===== src/rtl/vector_alu_if.sv =====
// Control and RAM-port bundle for vector_alu; master is the sequencer/RAM side,
// slave is the ALU itself.
interface vector_alu_if #(
  parameter int DATA_WIDTH = 32,
  parameter int ADDR_WIDTH = 10,
  parameter int ACC_WIDTH  = 72
);
  logic                  start;
  logic [1:0]            op;
  logic [ADDR_WIDTH:0]   length;
  logic                  busy;
  logic                  done;
  logic                  overflow;
  logic [ADDR_WIDTH-1:0] x_addr;
  logic [DATA_WIDTH-1:0] x_dout;
  logic [ADDR_WIDTH-1:0] y_addr;
  logic [DATA_WIDTH-1:0] y_dout;
  logic [ADDR_WIDTH-1:0] z_addr;
  logic [DATA_WIDTH-1:0] z_din;
  logic                  z_wr_en;
  logic [ACC_WIDTH-1:0]  acc_out;

  modport master (
    output start, op, length, x_dout, y_dout,
    input  busy, done, overflow, x_addr, y_addr, z_addr, z_din, z_wr_en, acc_out
  );

  modport slave (
    input  start, op, length, x_dout, y_dout,
    output busy, done, overflow, x_addr, y_addr, z_addr, z_din, z_wr_en, acc_out
  );
endinterface


===== src/rtl/vector_alu.sv =====
// Streaming vector ALU (ADD/SUB/MUL into z RAM, DOT into accumulator), one element per clock.
// start-to-done is length+2 cycles (1 for length=0); no backpressure, the RAMs are always ready.
module vector_alu #(
  parameter int DATA_WIDTH = 32,
  parameter int ADDR_WIDTH = 10,
  parameter int ACC_WIDTH  = 72,
  parameter bit SATURATE   = 1'b1
) (
  input logic         clock,
  input logic         reset,
  vector_alu_if.slave bus
);
  typedef enum logic [1:0] {IDLE, RUN, DRAIN, FIN} state_t;

  localparam logic [1:0] OP_SUB = 2'd1;
  localparam logic [1:0] OP_DOT = 2'd3;
  localparam logic [ADDR_WIDTH:0] LEN_ONE = {{ADDR_WIDTH{1'b0}}, 1'b1};
  localparam logic signed [2*DATA_WIDTH-1:0] S_MAX =
    {{(DATA_WIDTH+1){1'b0}}, {(DATA_WIDTH-1){1'b1}}};
  localparam logic signed [2*DATA_WIDTH-1:0] S_MIN =
    {{(DATA_WIDTH+1){1'b1}}, {(DATA_WIDTH-1){1'b0}}};

  state_t                state, state_nxt;
  logic [1:0]            op_q;
  logic [ADDR_WIDTH:0]   len_q;
  logic [ADDR_WIDTH:0]   rd_idx;
  logic [ADDR_WIDTH:0]   last_idx;
  logic                  wr_vld;
  logic [ADDR_WIDTH-1:0] wr_idx;
  logic [ACC_WIDTH-1:0]  acc;
  logic                  ovf;

  logic [DATA_WIDTH:0]             x_ext, y_ext, sum_w;
  logic signed [2*DATA_WIDTH-1:0]  x_wide, y_wide, prod, wide;
  logic signed [ACC_WIDTH-1:0]     prod_ext;
  logic                            elem_ovf;
  logic [DATA_WIDTH-1:0]           res;

  // Terminal compare at ADDR_WIDTH+1 bits so a full 2^ADDR_WIDTH run cannot wrap early.
  assign last_idx = len_q - LEN_ONE;

  always_ff @(posedge clock or posedge reset) begin
    if (reset) state <= IDLE;
    else       state <= state_nxt;
  end

  always_comb begin
    state_nxt = state;
    case (state)
      IDLE:    if (bus.start) state_nxt = (bus.length == '0) ? FIN : RUN;
      RUN:     if (rd_idx == last_idx) state_nxt = DRAIN;
      DRAIN:   state_nxt = FIN;
      FIN:     state_nxt = IDLE;
      default: state_nxt = IDLE;
    endcase
  end

  always_comb begin
    x_ext    = {bus.x_dout[DATA_WIDTH-1], bus.x_dout};
    y_ext    = {bus.y_dout[DATA_WIDTH-1], bus.y_dout};
    sum_w    = (op_q == OP_SUB) ? (x_ext - y_ext) : (x_ext + y_ext);
    x_wide   = {{DATA_WIDTH{bus.x_dout[DATA_WIDTH-1]}}, bus.x_dout};
    y_wide   = {{DATA_WIDTH{bus.y_dout[DATA_WIDTH-1]}}, bus.y_dout};
    prod     = x_wide * y_wide;
    wide     = op_q[1] ? prod : {{(DATA_WIDTH-1){sum_w[DATA_WIDTH]}}, sum_w};
    elem_ovf = (wide > S_MAX) || (wide < S_MIN);
    if (elem_ovf && SATURATE)
      res = wide[2*DATA_WIDTH-1] ? S_MIN[DATA_WIDTH-1:0] : S_MAX[DATA_WIDTH-1:0];
    else
      res = wide[DATA_WIDTH-1:0];
  end

  assign prod_ext = ACC_WIDTH'(prod);

  always_ff @(posedge clock or posedge reset) begin
    if (reset) begin
      op_q   <= '0;
      len_q  <= '0;
      rd_idx <= '0;
      wr_vld <= 1'b0;
      wr_idx <= '0;
      acc    <= '0;
      ovf    <= 1'b0;
    end else begin
      wr_vld <= (state == RUN);
      wr_idx <= rd_idx[ADDR_WIDTH-1:0];
      if (state == IDLE && bus.start) begin
        op_q   <= bus.op;
        len_q  <= bus.length;
        rd_idx <= '0;
        acc    <= '0;
        ovf    <= 1'b0;
      end else if (state == RUN) begin
        rd_idx <= rd_idx + LEN_ONE;
      end
      if (wr_vld) begin
        if (op_q == OP_DOT) acc <= acc + prod_ext;
        else if (elem_ovf)  ovf <= 1'b1;
      end
    end
  end

  assign bus.busy     = (state != IDLE);
  assign bus.done     = (state == FIN);
  assign bus.overflow = ovf;
  assign bus.acc_out  = acc;
  assign bus.x_addr   = (state == RUN) ? rd_idx[ADDR_WIDTH-1:0] : '0;
  assign bus.y_addr   = (state == RUN) ? rd_idx[ADDR_WIDTH-1:0] : '0;
  assign bus.z_addr   = wr_vld ? wr_idx : '0;
  assign bus.z_din    = wr_vld ? res : '0;
  assign bus.z_wr_en  = wr_vld && (op_q != OP_DOT);
endmodule


===== src/flat_wrapper.sv =====
// flat-port wrapper written by rule: the top's interface ports become plain ports
module vector_alu_flat 
#(
  parameter int DATA_WIDTH = 32,
  parameter int ADDR_WIDTH = 10,
  parameter int ACC_WIDTH  = 72,
  parameter bit SATURATE   = 1'b1
)
  (clock, reset, bus_start, bus_op, bus_length, bus_x_dout, bus_y_dout, bus_busy, bus_done, bus_overflow, bus_x_addr, bus_y_addr, bus_z_addr, bus_z_din, bus_z_wr_en, bus_acc_out);
  vector_alu_if #(.DATA_WIDTH(DATA_WIDTH), .ADDR_WIDTH(ADDR_WIDTH), .ACC_WIDTH(ACC_WIDTH)) bus_i ();
  input logic clock;
  input logic reset;
  input wire logic [$bits(bus_i.start)-1:0] bus_start;
  input wire logic [$bits(bus_i.op)-1:0] bus_op;
  input wire logic [$bits(bus_i.length)-1:0] bus_length;
  input wire logic [$bits(bus_i.x_dout)-1:0] bus_x_dout;
  input wire logic [$bits(bus_i.y_dout)-1:0] bus_y_dout;
  output wire logic [$bits(bus_i.busy)-1:0] bus_busy;
  output wire logic [$bits(bus_i.done)-1:0] bus_done;
  output wire logic [$bits(bus_i.overflow)-1:0] bus_overflow;
  output wire logic [$bits(bus_i.x_addr)-1:0] bus_x_addr;
  output wire logic [$bits(bus_i.y_addr)-1:0] bus_y_addr;
  output wire logic [$bits(bus_i.z_addr)-1:0] bus_z_addr;
  output wire logic [$bits(bus_i.z_din)-1:0] bus_z_din;
  output wire logic [$bits(bus_i.z_wr_en)-1:0] bus_z_wr_en;
  output wire logic [$bits(bus_i.acc_out)-1:0] bus_acc_out;
  assign bus_i.start = bus_start;
  assign bus_i.op = bus_op;
  assign bus_i.length = bus_length;
  assign bus_i.x_dout = bus_x_dout;
  assign bus_i.y_dout = bus_y_dout;
  assign bus_busy = bus_i.busy;
  assign bus_done = bus_i.done;
  assign bus_overflow = bus_i.overflow;
  assign bus_x_addr = bus_i.x_addr;
  assign bus_y_addr = bus_i.y_addr;
  assign bus_z_addr = bus_i.z_addr;
  assign bus_z_din = bus_i.z_din;
  assign bus_z_wr_en = bus_i.z_wr_en;
  assign bus_acc_out = bus_i.acc_out;
  vector_alu #(.DATA_WIDTH(DATA_WIDTH), .ADDR_WIDTH(ADDR_WIDTH), .ACC_WIDTH(ACC_WIDTH), .SATURATE(SATURATE)) u_core (.clock(clock), .reset(reset), .bus(bus_i));
endmodule

===== config.mk =====
export PLATFORM = sky130hd
export DESIGN_NAME = vector_alu_flat
export DESIGN_NICKNAME = d
export VERILOG_FILES = /design/src/rtl/vector_alu_if.sv /design/src/rtl/vector_alu.sv /design/src/flat_wrapper.sv
export SDC_FILE = /design/constraint.sdc
export NUM_CORES = 2
export LEC_CHECK = 0
export ABC_AREA = 1
export BUFFER_PORTS_ARGS = -buffer_cell sky130_fd_sc_hd__buf_2
export CAP_MARGIN = 25
export CORE_MARGIN = 3
export CORE_UTILIZATION = 50
export DETAILED_ROUTE_END_ITERATION = 8
export PLACE_DENSITY = 0.67
export SYNTH_ARGS = -nofsm -noshare
export SYNTH_HDL_FRONTEND = slang
export SYNTH_SLANG_ARGS = --single-unit

===== constraint.sdc =====
create_clock -name clock -period 11 [get_ports clock]
set_input_delay 0 -clock clock [delete_from_list [all_inputs] [get_ports clock]]
set_output_delay 0 -clock clock [all_outputs]
set_load 0.01 [all_outputs]

# [After elaboration in Yosys (flattened, before gate mapping)]
# Cells that the tools add are included.
[totals] register_bits=110 in_bits=80 output_inout_bits=138 elab_cells=53
[classes] add_sub_neg=5 mul=1 magnitude_cmp=2 eq_ne=9 n_mux=20 reduce_logical=8
[op_table] op="$mux W72" n=3
[op_table] op="$mux W32" n=3
[op_table] op="$add A72 B72 Y72" n=1
[op_table] op="$gt A64 B32 Y1 const B" n=1
[op_table] op="$lt A64 B32 Y1 const B" n=1
[op_table] op="$mul A32 B32 Y64" n=1
[op_table] op="$mux W64" n=1
[op_table] op="$add A32 B32 Y33" n=1
[op_table] op="$mux W33" n=1
[op_table] op="$sub A32 B32 Y33" n=1
[op_table] op="$mux W11" n=2
[op_table] op="$mux W10" n=2
[op_table] op="$add A11 B1 Y11 const B" n=1
[op_table] op="$eq A11 B11 Y1" n=1
[op_table] op="$logic_not A11 Y1" n=1
[op_table] op="$sub A11 B1 Y11 const B" n=1
[op_table] op="$pmux W2 S4" n=1
[op_table] op="$eq A2 B2 Y1 const B" n=3
[op_table] op="$mux W2" n=3
[op_table] op="$eq A2 B1 Y1 const B" n=2
[op_table] op="$mux W1" n=4
[op_table] op="$ne A2 B2 Y1 const B" n=2
[op_table] op="$reduce_bool A2 Y1" n=2
[op_table] op="$logic_and A1 B1 Y1" n=2
[op_table] op="other kinds (4)" n=4

# [Depth between registers and ports, before layout]
[logic_depth] word_depth=8 mapped_depth=51 mapped_depth_nobuf=49

# [Least setup slack after synthesis]
# Ideal clock, no wire load.
[synth_path] kind="in2reg" start="in bus_x_dout[31]" end="reg u_core.acc[67], in the netlist u_core.bus.acc_out[67]" setup_ps=118 t_arrival_ps=8374 required_ps=10882 slack_ps=2509 path_stages=43 n_path_buf=2 path_cell_list="clkbuf_1 -> clkbuf_1 -> nand2_1 -> inv_1 -> fa_1 -> inv_1 -> fa_1 -> inv_1 -> fa_1 -> fa_1 -> inv_1 -> fa_1 -> inv_1 -> fa_1 -> inv_1 -> fa_1 -> inv_1 -> fa_1 -> [... 7 more ...] -> nand4_1 -> nand2_1 -> ha_1 -> nand2_1 -> nor2_1 -> inv_1 -> nor2_1 -> nand2_1 -> nor4_1 -> nand2_1 -> o211ai_1 -> nand2_1 -> nand3_1 -> nand3_1 -> nand2_1 -> nand2_1 -> nand3_1 -> nand2_1"
[synth_between] elab_chain_len=4
[synth_rtl] element="from (decl)" line="flat_wrapper.sv:16" rtl="input wire logic [$bits(bus_i.x_dout)-1:0] bus_x_dout;"
[synth_rtl] element="$mul A32 B32 Y64" line="vector_alu.sv:64" rtl="prod = x_wide * y_wide;"
[synth_rtl] element="$add A72 B72 Y72" line="vector_alu.sv:97" rtl="if (op_q == OP_DOT) acc <= acc + prod_ext;"
[synth_rtl] element="$mux W72" line="vector_alu.sv:97"
[synth_rtl] element="$mux W72" line="vector_alu.sv:96" rtl="if (wr_vld) begin"
[synth_rtl] element="to (signal assigned)" line="vector_alu.sv:97"
[synth_rtl] element="to (decl)" line="vector_alu.sv:30" rtl="logic [ACC_WIDTH-1:0] acc;"
# Every way passes these cells.
# A chain may end at the register's enable or synchronous reset.

# [Final worst setup path]
[layout_path] start="in bus_y_dout[9]" end="reg u_core.acc[68], in the netlist u_core.bus.acc_out[68]"
[layout_between] elab_chain_len=4
[layout_rtl] element="from (decl)" line="flat_wrapper.sv:17" rtl="input wire logic [$bits(bus_i.y_dout)-1:0] bus_y_dout;"
[layout_rtl] element="$mul A32 B32 Y64" line="vector_alu.sv:64"
[layout_rtl] element="$add A72 B72 Y72" line="vector_alu.sv:97"
[layout_rtl] element="$mux W72" line="vector_alu.sv:97"
[layout_rtl] element="$mux W72" line="vector_alu.sv:96"
# Every way passes these cells.

==> impl_results.md <==
* Status: completed
* DR pass1 iterations at 6
* Most used cell, CP: nand2_1
* Multi-input gate area at 41,100 um^2
* Final ANT Viol Nets at 0
* Tcrit/Tclk final at 94.7%
* R2R Path Start: u_core.op_q[1]
* Net Count, Synth at 8,762
* Startpoint types: primary input
* Clk_skew at 0.0169 ns
* Global-route wire length before repair at 266 mm
* Vias at 45,700
* Initial antenna violation count at 7
* Setup CP Type: primary input to flop
* Mapped cell area at 52,700 um^2
* Largest net degree at the start of global routing at 77
* Worst reg2reg setup slack at 5.17 ns
* EDFF count, synth at 0
* CTS tree: built
* CTS Buffer Depth at 2
* Period minus WS final at 10.41 ns
* Synth Warn # at 0
* Wire per inst at 19.4 um
* Die Y at 331 um
* Mapped Cells at 7,301
* Fillers at 10,300
* Hold Path Origin: bus_start
* Post-synth top flop: dfrtp_1
* Total gr overflow at 0
* IO Count at 218
* Final hold violation count at 0
* Worst-path fanout max at 35
* Worst reg-to-reg path cell count at 25
* Cells on Worst Hold Path at 4
* Via-to-Cell Ratio at 5.24
* Die W at 331 um
* Post-DP HPWL at 146 mm
* Worst-margin pin slew at 1.12 ns
* Drt drc at 0
* Tot GR Track Use at 31.6%
* Die area at 109,000 um^2
* Max incr delay on CP at 0.77 ns
* Post-synth ARST share at 100%
* Crit path DAT at 10.70 ns
* Placer congestion estimate at 1.00
* Pins Over Slew Limit at 0
* Commonest non-fill, non-tap cell in the layout: nand2_1
* Slew headroom at 24.8%
* Register area at 2750 um^2
* Clk root buf: clkbuf_16
* Register area share after synthesis at 5.23%
* Core Area at 104,000 um^2
* Crit end category: flop
* Placed cells at 8,677
* H-Tree Depth at 3
* Initial Utilization at 50.7%
* Hold Path End: u_core.state[1]
* Cell Count, Final, Fillers Out at 8,716
* Unrepaired setup endpoints after global routing: false
* Clock Latency Late Sink at 0.40 ns
* Drt initial violations at 3,641
* Final wirelength at 169 mm
* Area grow syn2layout at 4.92%
* Cts bufs inserted at 9
* Cell row count at 118
* #FFs+latches synth at 110
* R2R Path End: u_core.bus.overflow
* Vias in the first global route at 46,300
* Worst Path Required at 11.28 ns
* Cell variety after synth at 57
* Most frequent cells in the layout: nand2_1, inv_1, fa_1
* Port Buffers at 217
* Final setup viols at 0
* Reg clk slew, reported paths at 0.09 ns
* # Max-Cap Violations at 0
* Share of post-route cells with drive strength above 1 at 5.63%
* Final nets at 8,787
* Clk sink count at 110
* HP Class: primary input to flop
* Syn_area_per_cell at 7.21 um^2
* Maximum operating frequency at 96.0 MHz
* CP max-delay cell: fa_1
-- metal layers --
layer	part of all wire [%]	global-route usage, %	vias to the layer above
met4	2.3	7.28	4
met1	44	44.7	22900
li1	-	-	21100
met5	0.015	0	-
met2	48	52.9	1489
met3	5.9	2.71	182
-- worst max-delay path: cells and delay by family --
family,cells,cell delay [ns]
buffers and inverters,8,1.59
AND/OR/NAND/NOR,18,3.81
adder cells (fa/ha/maj),10,5.23
-- cells by family (layout without fill, tap and decap cells) --
| logic type | count (synthesis) | count (layout) | synth area share, % |
|---|---|---|---|
| AND/OR/NAND/NOR | 2835 | 2835 | 21.7 |
| other | 0 | 5 | 0 |
| multiplexers | 5 | 5 | 0.0951 |
| buffers and inverters | 2299 | 2329 | 16.7 |
| adder cells (fa/ha/maj) | 1381 | 1381 | 48.3 |
| XOR/XNOR | 127 | 127 | 2.13 |
| flip-flops | 110 | 110 | 5.23 |
| AO/OA/AOI/OAI | 544 | 544 | 5.87 |
-- area by class of cell --
| type | count | share of cell area, % |
|---|---|---|
| Antenna cell | 5 | 0.0226 |
| Clock buffer | 9 | 0.408 |
| Clock inverter | 7 | 0.127 |
| Inverter | 2013 | 13.7 |
| Multi-Input combinational cell | 4892 | 74.5 |
| Sequential cell | 110 | 4.99 |
| Tap cell | 1380 | 3.13 |
| Timing Repair Buffer | 300 | 3.18 |
-- repair_timing --
item	CTS	global route
endpoints found under the hold margin	43	0
setup buffers	0	4
gates resized for setup	0	3
hold buffers	14	0
setup endpoints to repair	0	2
-- per-stage QoR --
stage | hold slack (ns) | setup slack [ns] | instance area (um^2) | utilization (%) | setup TNS (ns)
2_1_floorplan | 0.110 | 2.51 | 52700 | - | 0
3_3_place_gp | 0.00569 | -0.0596 | 54800 | 52.7 | -0.0596
3_5_place_dp | 0.0130 | -0.0796 | 54800 | 52.7 | -0.0796
4_1_cts | 0.0470 | 0.348 | 55200 | 53.1 | 0
5_1_grt | 0.138 | 0.00887 | 55200 | 53.1 | 0
6_report | 0.0903 | 0.585 | 55200 | 53.1 | 0
-- worst max path at each step --
stage,start,slack (ns),endpoint
floorplan,bus_x_dout[31],2.51,u_core.bus.acc_out[67]
global placement,bus_y_dout[2],-0.06,u_core.bus.acc_out[68]
detailed placement,bus_y_dout[2],-0.08,u_core.bus.acc_out[68]
CTS,bus_y_dout[6],0.35,u_core.bus.acc_out[68]
global route,bus_x_dout[31],0.009,u_core.bus.acc_out[68]
finish,bus_y_dout[9],0.59,u_core.bus.acc_out[68]
-- synthesized netlist by cell type (all sizes together) (2+ instances only) --
master | count | area [um^2]
mux2i | 5 | 50.1
o21ai | 193 | 966
nor4 | 17 | 106
inv | 2011 | 7550
nand2 | 2028 | 7630
and2 | 6 | 37.5
nand4 | 35 | 225
nand3 | 291 | 1500
fa | 1084 | 21700
o21bai | 18 | 135
o21a | 6 | 45.0
o31ai | 5 | 37.5
o211ai | 7 | 52.6
buf | 82 | 458
dfrtp | 110 | 2750
a21oi | 241 | 1320
a221oi | 2 | 17.5
ha | 297 | 3720
nor2 | 382 | 1480
xnor2 | 45 | 394
nor3 | 37 | 195
a21boi | 10 | 75.1
or2 | 30 | 188
a31oi | 30 | 188
nand3b | 8 | 60.1
a21o | 22 | 165
clkbuf | 204 | 766
clkinv | 2 | 8.75
a211oi | 2 | 15.0
xor2 | 82 | 726
-- sequential cells by signal, summed over array words and instances (netlist names) --
| name | cells |
|---|---|
| u_core.bus.acc_out | 72 |
| u_core.bus.overflow | 1 |
| u_core.len_q | 11 |
| u_core.op_q | 2 |
| u_core.rd_idx | 11 |
| u_core.state | 2 |
| u_core.wr_idx | 10 |
| u_core.wr_vld | 1 |
Power is not shown: default switching activity piles up to over one toggle a cycle in this logic, so the estimate is an artifact.
